[config.mk]
export PLATFORM = sky130hd
export DESIGN_NAME = z3_master_cycle
export DESIGN_NICKNAME = d
export VERILOG_FILES = /design/src/rtl/z3_master_cycle_pkg.sv /design/src/rtl/z3_lane_decode.sv /design/src/rtl/z3_master_cycle.sv
export SDC_FILE = /design/constraint.sdc
export NUM_CORES = 1
export LEC_CHECK = 0
export BUFFER_PORTS_ARGS = -buffer_cell sky130_fd_sc_hd__buf_4
export CORE_MARGIN = 2
export CORE_UTILIZATION = 45
export DETAILED_ROUTE_END_ITERATION = 7
export GPL_ROUTABILITY_DRIVEN = 0
export GPL_TIMING_DRIVEN = 0
export PLACE_DENSITY_LB_ADDON = 0.12
export SLEW_MARGIN = 30
export SYNTH_ARGS = -nofsm -noshare
export SYNTH_HDL_FRONTEND = slang
export SYNTH_SLANG_ARGS = --single-unit
[constraint.sdc]
create_clock -name CLK -period 2.3 [get_ports CLK]
set_input_delay 0.69 -clock CLK [delete_from_list [all_inputs] [get_ports CLK]]
set_output_delay 0.69 -clock CLK [all_outputs]
set_load 0.05 [all_outputs]
[src/rtl/z3_master_cycle_pkg.sv]
// Shared state encodings and transfer-size codes for the Zorro III bus-master cycle generator.
package z3_master_cycle_pkg;

   typedef enum logic [2:0] {
      Z3M_IDLE    = 3'd0,
      Z3M_ADDR    = 3'd1,
      Z3M_FCS     = 3'd2,
      Z3M_DATA    = 3'd3,
      Z3M_WAIT    = 3'd4,
      Z3M_TERM    = 3'd5,
      Z3M_ABORT   = 3'd6,
      Z3M_RECOVER = 3'd7
   } z3m_state_t;

   localparam logic [1:0] SIZ_LONG  = 2'b00;
   localparam logic [1:0] SIZ_BYTE  = 2'b01;
   localparam logic [1:0] SIZ_WORD  = 2'b10;
   localparam logic [1:0] SIZ_3BYTE = 2'b11;

   // NCR size code to byte count; long (00) means four bytes.
   function automatic logic [2:0] siz_bytes(input logic [1:0] siz);
      siz_bytes = (siz == SIZ_LONG) ? 3'd4 : {1'b0, siz};
   endfunction

endpackage

[src/rtl/z3_lane_decode.sv]
// Combinational byte-lane decode: NCR size and low address bits to active-low Zorro data strobes.
module z3_lane_decode
   import z3_master_cycle_pkg::*;
(
   input  logic [1:0] siz,
   input  logic [1:0] addr_lo,
   output logic [3:0] ds_mask_n
);

   logic [2:0] first_lane;
   logic [2:0] last_raw;
   logic [2:0] last_lane;

   // Lanes run from the start offset up to the end of the longword; offset 0 is ZDS_n[3].
   always_comb begin
      first_lane = {1'b0, addr_lo};
      last_raw   = first_lane + siz_bytes(siz) - 3'd1;
      last_lane  = (last_raw > 3'd3) ? 3'd3 : last_raw;
      ds_mask_n  = 4'hF;
      for (int k = 0; k < 4; k++) begin
         if (3'(k) >= first_lane && 3'(k) <= last_lane) begin
            ds_mask_n[3 - k] = 1'b0;
         end
      end
   end

endmodule

[src/rtl/z3_master_cycle.sv]
// Zorro III bus-master cycle generator: turns each NCR 53C710 master request into one Z3 cycle
// once the arbiter has granted the bus.
module z3_master_cycle
   import z3_master_cycle_pkg::*;
#(
   parameter int ADDR_SETUP  = 1,
   parameter int TIMEOUT     = 255,
   parameter int SYNC_STAGES = 2
)(
   input  logic       CLK,
   input  logic       RST,
   input  logic       BMASTER,
   input  logic       NCR_AS_n,
   input  logic       NCR_READ,
   input  logic [1:0] NCR_SIZ,
   input  logic [1:0] NCR_A,
   input  logic       DTACK_n,
   input  logic       BERR_n,
   output logic       ADDR_OE,
   output logic       ZFCS_n,
   output logic       ZREAD,
   output logic       ZDOE,
   output logic [3:0] ZDS_n,
   output logic       NCR_STERM_n,
   output logic       NCR_BERR_n,
   output logic       busy
);

   z3m_state_t state, state_next;

   logic                   lat_read;
   logic [1:0]             lat_siz;
   logic [1:0]             lat_a;
   logic [3:0]             lane_mask_n;
   logic [SYNC_STAGES-1:0] dtack_sync;
   logic [SYNC_STAGES-1:0] berr_sync;
   logic                   dtack_s_n;
   logic                   berr_s_n;
   logic [1:0]             setup_cnt;
   logic [7:0]             wait_cnt;
   logic                   start;

   assign start     = BMASTER && !NCR_AS_n;
   assign dtack_s_n = dtack_sync[SYNC_STAGES-1];
   assign berr_s_n  = berr_sync[SYNC_STAGES-1];

   z3_lane_decode u_lane_decode (
      .siz       (lat_siz),
      .addr_lo   (lat_a),
      .ds_mask_n (lane_mask_n)
   );

   // DTACK_n and BERR_n come straight off the backplane, so both pass through a synchroniser chain.
   always_ff @(posedge CLK or posedge RST) begin
      if (RST) begin
         dtack_sync <= '1;
         berr_sync  <= '1;
      end else begin
         dtack_sync <= {dtack_sync[SYNC_STAGES-2:0], DTACK_n};
         berr_sync  <= {berr_sync[SYNC_STAGES-2:0], BERR_n};
      end
   end

   always_ff @(posedge CLK or posedge RST) begin
      if (RST) begin
         state <= Z3M_IDLE;
      end else begin
         state <= state_next;
      end
   end

   // The request attributes are captured once when leaving IDLE and held for the whole cycle.
   always_ff @(posedge CLK or posedge RST) begin
      if (RST) begin
         lat_read <= 1'b1;
         lat_siz  <= SIZ_LONG;
         lat_a    <= 2'b00;
      end else if (state == Z3M_IDLE && start) begin
         lat_read <= NCR_READ;
         lat_siz  <= NCR_SIZ;
         lat_a    <= NCR_A;
      end
   end

   // Both counters sit at zero outside their state; the wait counter saturates instead of wrapping.
   always_ff @(posedge CLK or posedge RST) begin
      if (RST) begin
         setup_cnt <= 2'd0;
         wait_cnt  <= 8'd0;
      end else begin
         setup_cnt <= (state == Z3M_ADDR) ? setup_cnt + 2'd1 : 2'd0;
         if (state != Z3M_WAIT) begin
            wait_cnt <= 8'd0;
         end else if (wait_cnt != 8'(TIMEOUT)) begin
            wait_cnt <= wait_cnt + 8'd1;
         end
      end
   end

   // Next state and Moore outputs; wait_cnt counts completed WAIT cycles, so the abort decision
   // is taken in the cycle that brings the count to TIMEOUT.
   always_comb begin
      state_next  = state;
      ADDR_OE     = 1'b0;
      ZFCS_n      = 1'b1;
      ZREAD       = 1'b1;
      ZDOE        = 1'b0;
      ZDS_n       = 4'hF;
      NCR_STERM_n = 1'b1;
      NCR_BERR_n  = 1'b1;
      busy        = (state != Z3M_IDLE);
      unique case (state)
         Z3M_IDLE: begin
            if (start) state_next = Z3M_ADDR;
         end
         Z3M_ADDR: begin
            ADDR_OE = 1'b1;
            ZREAD   = lat_read;
            if (setup_cnt == 2'(ADDR_SETUP - 1)) state_next = Z3M_FCS;
         end
         Z3M_FCS: begin
            ADDR_OE    = 1'b1;
            ZREAD      = lat_read;
            ZFCS_n     = 1'b0;
            state_next = Z3M_DATA;
         end
         Z3M_DATA: begin
            ADDR_OE    = 1'b1;
            ZREAD      = lat_read;
            ZFCS_n     = 1'b0;
            ZDOE       = 1'b1;
            ZDS_n      = lane_mask_n;
            state_next = Z3M_WAIT;
         end
         Z3M_WAIT: begin
            ADDR_OE = 1'b1;
            ZREAD   = lat_read;
            ZFCS_n  = 1'b0;
            ZDOE    = 1'b1;
            ZDS_n   = lane_mask_n;
            if (!berr_s_n) begin
               state_next = Z3M_ABORT;
            end else if (!dtack_s_n) begin
               state_next = Z3M_TERM;
            end else if (wait_cnt == 8'(TIMEOUT - 1)) begin
               state_next = Z3M_ABORT;
            end
         end
         Z3M_TERM: begin
            ADDR_OE     = 1'b1;
            ZREAD       = lat_read;
            NCR_STERM_n = 1'b0;
            state_next  = Z3M_RECOVER;
         end
         Z3M_ABORT: begin
            ADDR_OE    = 1'b1;
            ZREAD      = lat_read;
            NCR_BERR_n = 1'b0;
            state_next = Z3M_RECOVER;
         end
         Z3M_RECOVER: begin
            if (dtack_s_n && berr_s_n && NCR_AS_n) state_next = Z3M_IDLE;
         end
         default: begin
            state_next = Z3M_IDLE;
         end
      endcase
   end

endmodule

==> impl_metrics.py, run 1 <==
metrics = {
    "timing": {
        "fin_worst_skew_ns": 0.005953,
        "timing.max_slew.rel_slack": 0.4622,
        "hold_violations": 0,
        "report.final.setup_viol": 4,
        "unrepaired_setup_endpoints_after_global_routing": "true",
        "postLayoutSetupSlackWorst_ns": -0.3877,
        "final_period_utilization": 1.169,
        "tightestPinTransition_ns": 0.8017,
        "timing_max_transition_violations_final": 0,
        "setup_total_negative_slack_ns": -1.008,
        "crit_path_time_final_ns": 2.688,
        "fmax_mhz": 372.1,
    },
    "route": {
        "dr.first_iter.drc_count": 42,
        "post-route-drc-count": 0,
        "detail-route-antenna-nets": 0,
        "routed_wl_mm": 2.787,
        "detailedRoute.firstPassIterationCount": 6,
        "detail_route.vias_per_cell": 5.898,
        "dr_total_vias": 1103,
        "detail_route.wl_per_cell_um": 14.90,
    },
    "synth": {
        "async_flop_share": 1.000,
        "synth.top_cells.by_area": "sky130_fd_sc_hd__dfrtp_1 (35%), sky130_fd_sc_hd__dfstp_2 (11%), sky130_fd_sc_hd__ha_1 (6.1%)",
        "synth_top_area_cell": "sky130_fd_sc_hd__dfrtp_1",
        "synth_top_family_by_area": "simple AND/OR/NAND/NOR gates",
        "synthesis.nets": 139,
        "synth.top_cell.area_share": 0.3455,
        "count_of_cell_types_in_the_netlist": 42,
        "synth.ff_latch_count": 22,
        "ys.warnings.count": 0,
        "synthXorXnorAreaFrac": 0.01423,
        "synth.cell_area_um2": 1231,
        "simple_gate_portion_of_the_synthesized_area": 0.1931,
        "syn-instance-count": 122,
        "post_synth_mux_area_share": 0.04573,
        "synth_fa_ha_area_frac": 0.06098,
        "area_fraction_in_compound_gates_after_synthesis": 0.1697,
        "top_reg_cell_synth": "sky130_fd_sc_hd__dfrtp_1",
        "post_synth.cell_area_avg_um2": 10.09,
        "number_of_enable_flip_flop_cells_after_synthesis": 0,
        "synth_sequential_area_ratio": 0.4522,
    },
    "global_route": {
        "wire_length_of_the_first_global_routing_pass_mm": 4.774,
        "grt_antenna_before_repair": 0,
        "globalRouteTotalUtil": 0.1915,
        "first_global_vias": 1035,
        "globalRoute.totalOverflow": 0,
        "grt_max_degree": 23,
    },
    "clock_network": {
        "cts-htree-levels": 1,
        "cts_hold_buffers": 0,
        "tritoncts.num_buffers": 3,
        "clk_latency_ns": 0.30,
        "clkSlewWorstSetupHoldPaths_ns": 0.13,
        "cts.path.max_buffers": 2,
        "root_buffer": "sky130_fd_sc_hd__clkbuf_4",
        "cts_tree": "yes",
        "clock_sink_count": 22,
    },
    "pwr": {
        "power_leakage_uw": 0.0007340,
        "vdd_ir_drop_max_mv": 1.648,
        "powerDensity_nw_per_um2": 1696,
        "power_total_uw": 2953,
    },
    "placement": {
        "placement.setup.worst_slack_ns": -0.1608,
        "portBuffers": 21,
        "detailed_place_hpwl_mm": 1.910,
        "placed_cells_incl_taps": 173,
    },
    "critical_path": {
        "worst-path-stages": 8,
        "timing_worst_setup_path_type": "flop to output pin",
        "path_delay_family": "flip-flops",
        "critPathMaxStageDelay_ns": 0.42,
        "critical_path_arrival_ns": 2.00,
        "path_buf_inv": 3,
        "critPathLaunchType": "flop",
        "data_required_time_at_the_worst_endpoint_ns": 1.61,
        "crit_chain": "inv_4 > ha_4 > inv_2 > ha_4 > xnor2_4 > xnor2_4 > o311ai_4 > buf_6",
        "critical_path_peak_fanout": 3,
        "critical_path.endpoint_type": "output pin",
        "cpMaxStageDelayCell": "sky130_fd_sc_hd__dfrtp_1",
        "reg2reg_depth": 4,
    },
    "floorplan": {
        "floorplan.initialDensity": 0.4838,
        "core_area_um2": 2545,
        "die_area_um2": 3170,
        "rows": 18,
        "io_pins": 22,
        "die_h_um": 56.31,
        "die_w_um": 56.31,
    },
    "cells_and_area": {
        "insertedDiodeCount": 0,
        "finish.cell_count_without_fillers": 187,
        "filler_cell_count": 190,
        "layout-area-overhead-vs-synth_pct": 41.46,
        "final_nets": 175,
        "post_route_cells_drive_above_1_share": 0.4395,
    },
    "min_path": {
        "worst_hold_path.num_cells": 0,
        "hold_path_class": "flop to flop",
    },
    "run_status": {
        "violated_checks": "negative setup slack",
        "outcome": "complete, but fails checks",
    },
    "flow_run": {
        "max_cap_violations": 0,
    },
}
-- kinds of logic (layout without fill, tap and decap cells) --
logic type,count (synthesis),after routing
AND/OR/NAND/NOR,39,39
buffers and inverters,20,55
AO/OA/AOI/OAI,28,28
adder cells (fa/ha/maj),6,6
XOR/XNOR,2,2
multiplexers,5,5
flip-flops,22,22
-- through the flow --
| stage | area (um2) | util | hold slack, ns |
|---|---|---|---|
| after floorplan | 1323 | - | 0.3452 |
| after global placement | 1518 | 0.5964 | 0.3490 |
| after detailed placement | 1518 | 0.5964 | 0.3516 |
| after CTS | 1675 | 0.6583 | 0.3707 |
| after global routing | 1742 | 0.6844 | 0.3746 |
| final | 1742 | 0.6844 | 0.3676 |
-- layout by cell type, fill, tap and decap left out, types with 2 or more instances in the layout --
master,n
sky130_fd_sc_hd__nor4_1,2
sky130_fd_sc_hd__nand3_1,6
sky130_fd_sc_hd__and4_1,2
sky130_fd_sc_hd__dfrtp_1,16
sky130_fd_sc_hd__ha_4,2
sky130_fd_sc_hd__clkbuf_4,3
sky130_fd_sc_hd__buf_4,24
sky130_fd_sc_hd__nand4_1,2
sky130_fd_sc_hd__mux2_2,5
sky130_fd_sc_hd__nor3_1,4
sky130_fd_sc_hd__dfstp_2,5
sky130_fd_sc_hd__ha_1,4
sky130_fd_sc_hd__a21oi_1,4
sky130_fd_sc_hd__nand3b_1,2
sky130_fd_sc_hd__buf_6,9
sky130_fd_sc_hd__a31oi_1,4
sky130_fd_sc_hd__inv_1,13
sky130_fd_sc_hd__a211oi_1,3
sky130_fd_sc_hd__nand2_1,5
sky130_fd_sc_hd__inv_2,2
sky130_fd_sc_hd__xnor2_4,2
sky130_fd_sc_hd__nor2_1,2
sky130_fd_sc_hd__o21ai_0,4
-- routing by layer --
layer / vias to the layer above / share of wire / GRT usage
met5: - / 0 / 0
met3: 4 / 0.048 / 0.02995
met1: 537 / 0.41 / 0.2330
met4: 0 / 0.014 / 0.05102
li1: 522 / - / -
met2: 40 / 0.53 / 0.3496
-- worst register-to-register path, stage by stage, from the launching register on --
cell and delay [ns]:
sky130_fd_sc_hd__dfrtp_1 0.42, sky130_fd_sc_hd__buf_4 0.16, sky130_fd_sc_hd__or3b_1 0.39, sky130_fd_sc_hd__a22o_1 0.23
sky130_fd_sc_hd__o41ai_2 0.30
-- synthesized netlist by cell type, types with 2 or more instances --
cell type	count
sky130_fd_sc_hd__nand3_1	7
sky130_fd_sc_hd__nor2_1	2
sky130_fd_sc_hd__dfstp_2	5
sky130_fd_sc_hd__a211oi_1	3
sky130_fd_sc_hd__nand4_1	2
sky130_fd_sc_hd__ha_1	6
sky130_fd_sc_hd__nor4_1	2
sky130_fd_sc_hd__nand3b_1	2
sky130_fd_sc_hd__xnor2_1	2
sky130_fd_sc_hd__inv_1	17
sky130_fd_sc_hd__and3_1	2
sky130_fd_sc_hd__a31oi_1	4
sky130_fd_sc_hd__nor3_1	4
sky130_fd_sc_hd__o21ai_0	5
sky130_fd_sc_hd__mux2_2	5
sky130_fd_sc_hd__nand2_1	6
sky130_fd_sc_hd__buf_2	3
sky130_fd_sc_hd__and4_1	2
sky130_fd_sc_hd__dfrtp_1	17
sky130_fd_sc_hd__a21oi_1	4
-- flip-flops by register name, summed over array words and instances, names as in the netlist --
name	flops
wait_cnt	8
lat_siz	2
setup_cnt	2
berr_sync	2
lat_a	2
lat_read	1
dtack_sync	2
state	3
-- area by class of cell --
cell class | instances | area (um2) | area share
multi-input cells | 80 | 740.7 | 0.4253
inverters | 17 | 66.31 | 0.03807
repair buffers | 31 | 259.0 | 0.1487
clock inverters | 1 | 30.03 | 0.01724
well taps | 30 | 37.54 | 0.02155
plain buffers | 3 | 27.53 | 0.01580
clock buffers | 3 | 22.52 | 0.01293
flip-flops and latches | 22 | 558.0 | 0.3204
-- worst paths after layout --
check                                   from            to  slack (ns)
worst max-delay path                lat_a[1]      ZDS_n[2]       -0.39
worst min-delay path            berr_sync[0]  berr_sync[1]        0.37
worst max register to register      state[0]      state[1]        0.71
worst min register to register  berr_sync[0]  berr_sync[1]        0.37
max in group asynchronous                RST      state[2]        1.46
min in group asynchronous                RST   wait_cnt[7]        0.42
-- report_power, final --
| part | total [uW] | leakage, uW | switching (uW) | internal (uW) |
|---|---|---|---|---|
| combinational | 2110 | 0.000431 | 1190 | 920 |
| sequential | 550 | 0.000275 | 67.6 | 482 |
| clock | 296 | 0.0000279 | 120 | 176 |
| total | 2950 | 0.000734 | 1370 | 1580 |
-- timing repair --
| action | CTS | global route |
|---|---|---|
| buffers inserted | 7 | 3 |
| resized for setup | 12 | 10 |
| pin swaps | 7 | 2 |
| setup endpoints to repair | 6 | 9 |
Note: power is estimated with default switching activity, not from simulation.
==> inputs of run 2 (changes only) <==
--- a/config.mk
+++ b/config.mk
@@ -11,7 +11,7 @@
 export DETAILED_ROUTE_END_ITERATION = 7
 export GPL_ROUTABILITY_DRIVEN = 0
 export GPL_TIMING_DRIVEN = 0
-export PLACE_DENSITY_LB_ADDON = 0.12
+export PLACE_DENSITY = 0.67
 export SLEW_MARGIN = 30
 export SYNTH_ARGS = -nofsm -noshare
 export SYNTH_HDL_FRONTEND = slang
==> impl_metrics.py, run 2 (same netlist as run 1, synthesis figures left out) <==
metrics = {
    "run_status": {
        "outcome": "complete, but fails checks",
        "violated_checks": "negative setup slack",
    },
    "route": {
        "detail-route-antenna-nets": 0,
        "post-route-drc-count": 0,
        "detail_route.vias_per_cell": 5.937,
        "dr_total_vias": 1122,
        "dr.first_iter.drc_count": 46,
        "detailedRoute.firstPassIterationCount": 4,
        "routed_wl_mm": 2.856,
        "detail_route.wl_per_cell_um": 15.11,
    },
    "global_route": {
        "globalRoute.totalOverflow": 0,
        "grt_antenna_before_repair": 0,
        "wire_length_of_the_first_global_routing_pass_mm": 4.761,
        "grt_max_degree": 23,
        "globalRouteTotalUtil": 0.1886,
        "first_global_vias": 1066,
    },
    "timing": {
        "tightestPinTransition_ns": 0.8043,
        "timing.max_slew.rel_slack": 0.4605,
        "hold_violations": 0,
        "report.final.setup_viol": 3,
        "fmax_mhz": 375.1,
        "unrepaired_setup_endpoints_after_global_routing": "true",
        "final_period_utilization": 1.159,
        "timing_max_transition_violations_final": 0,
        "fin_worst_skew_ns": 0.004647,
        "crit_path_time_final_ns": 2.666,
        "postLayoutSetupSlackWorst_ns": -0.3659,
        "setup_total_negative_slack_ns": -0.9853,
    },
    "cells_and_area": {
        "biggest_register": "wait_cnt",
        "layout-area-overhead-vs-synth_pct": 43.09,
        "layout_common_cells": "sky130_fd_sc_hd__buf_4 (25), sky130_fd_sc_hd__dfrtp_1 (17), sky130_fd_sc_hd__inv_1 (13)",
        "final_nets": 177,
        "post-route-util": 0.6922,
        "post_route_cells_drive_above_1_share": 0.4340,
        "insertedDiodeCount": 0,
        "largest_registers": "wait_cnt (8), state (3)",
        "finish.cell_count_without_fillers": 189,
        "final_design_area_no_fill_um2": 1762,
        "layout.cells.most_common": "sky130_fd_sc_hd__buf_4",
        "largest_register_ffs": 8,
    },
    "pwr": {
        "power_leakage_uw": 0.0007455,
        "vdd_ir_drop_max_mv": 1.592,
        "powerDensity_nw_per_um2": 1702,
        "power_total_uw": 2998,
    },
    "floorplan": {
        "die_w_um": 56.31,
        "floorplan.initialDensity": 0.4838,
        "io_pins": 22,
        "rows": 18,
        "core_area_um2": 2545,
        "die_h_um": 56.31,
        "die_area_um2": 3170,
    },
    "critical_path": {
        "critical_path.startpoint": "lat_a[0]",
        "critical_path.endpoint": "ZDS_n[2]",
        "critPathLaunchType": "flop",
        "reg2reg_from": "state[0]",
        "reg2reg_depth": 4,
        "critical_path.endpoint_type": "output pin",
        "r2r_setup_slack_ns": 0.63,
        "rr_endpoint": "state[1]",
        "data_required_time_at_the_worst_endpoint_ns": 1.61,
        "critical_path_arrival_ns": 1.98,
        "timing_worst_setup_path_type": "flop to output pin",
        "critical_path_peak_fanout": 3,
    },
    "placement": {
        "portBuffers": 21,
        "detailed_place_hpwl_mm": 1.966,
        "placed_cells_incl_taps": 173,
        "placement.cell_area_um2": 1518,
    },
    "clock_network": {
        "tritoncts.num_buffers": 3,
        "cts.path.max_buffers": 2,
        "clkSlewWorstSetupHoldPaths_ns": 0.13,
        "cts-htree-levels": 1,
        "root_buffer": "sky130_fd_sc_hd__clkbuf_4",
        "clock_sink_count": 22,
        "cts_tree": "yes",
        "clk_latency_ns": 0.31,
    },
    "min_path": {
        "hold_path_class": "flop to flop",
    },
    "flow_run": {
        "max_cap_violations": 0,
    },
}
[run 2: worst min-delay path by stage]
stage,slack [ns],depth (start not counted),start,endpoint
2_1_floorplan,0.35,0,berr_sync[0],berr_sync[1]
3_3_place_gp,0.35,0,berr_sync[0],berr_sync[1]
3_5_place_dp,0.35,0,dtack_sync[0],dtack_sync[1]
4_1_cts,0.37,0,berr_sync[0],berr_sync[1]
5_1_grt,0.37,0,berr_sync[0],berr_sync[1]
6_report,0.36,0,berr_sync[0],berr_sync[1]
[run 2: what timing repair did]
action                                  in CTS  in global routing
endpoints found under the setup margin       6                  7
pin swaps                                    7                  4
gates resized for setup                     14                  8
hold buffers                                 0                  0
buffers inserted                             6                  6
[run 2: per-layer routing]
layer | share of wire | global-route usage | up-vias
met1 | 0.45 | 0.2422 | 550
met5 | 0 | 0 | -
met3 | 0.043 | 0.03687 | 4
li1 | - | - | 531
met2 | 0.49 | 0.3109 | 37
met4 | 0.013 | 0.07823 | 0
[run 2: layout make-up]
class,instances,area (um2)
flip-flops and latches,22,556.8
well taps,30,37.54
plain buffers,3,27.53
clock buffers,3,22.52
inverters,17,66.31
repair buffers,33,277.8
clock inverters,1,30.03
fillers,187,783.3
multi-input cells,80,743.2
[run 2: critical path, stage by stage (launching register included)]
cell	delay [ns]
sky130_fd_sc_hd__dfrtp_1	0.40
sky130_fd_sc_hd__inv_2	0.11
sky130_fd_sc_hd__ha_1	0.16
sky130_fd_sc_hd__inv_1	0.06
sky130_fd_sc_hd__ha_4	0.17
sky130_fd_sc_hd__xnor2_4	0.19
sky130_fd_sc_hd__xnor2_4	0.14
sky130_fd_sc_hd__o311ai_4	0.23
sky130_fd_sc_hd__buf_6	0.19
[run 2: power breakdown]
part | leakage (uW) | internal [uW] | switching (uW)
Sequential | 0.000276 | 480 | 65.8
Clock | 0.0000279 | 176 | 122
Combinational | 0.000442 | 939 | 1210
[run 2: per-stage QoR]
step	setup WS, ns	hold WS [ns]
2_1_floorplan	-0.1497	0.3452
3_3_place_gp	-0.1269	0.3478
3_5_place_dp	-0.1493	0.3516
4_1_cts	-0.3841	0.3662
5_1_grt	-0.4455	0.3656
6_report	-0.3659	0.3639
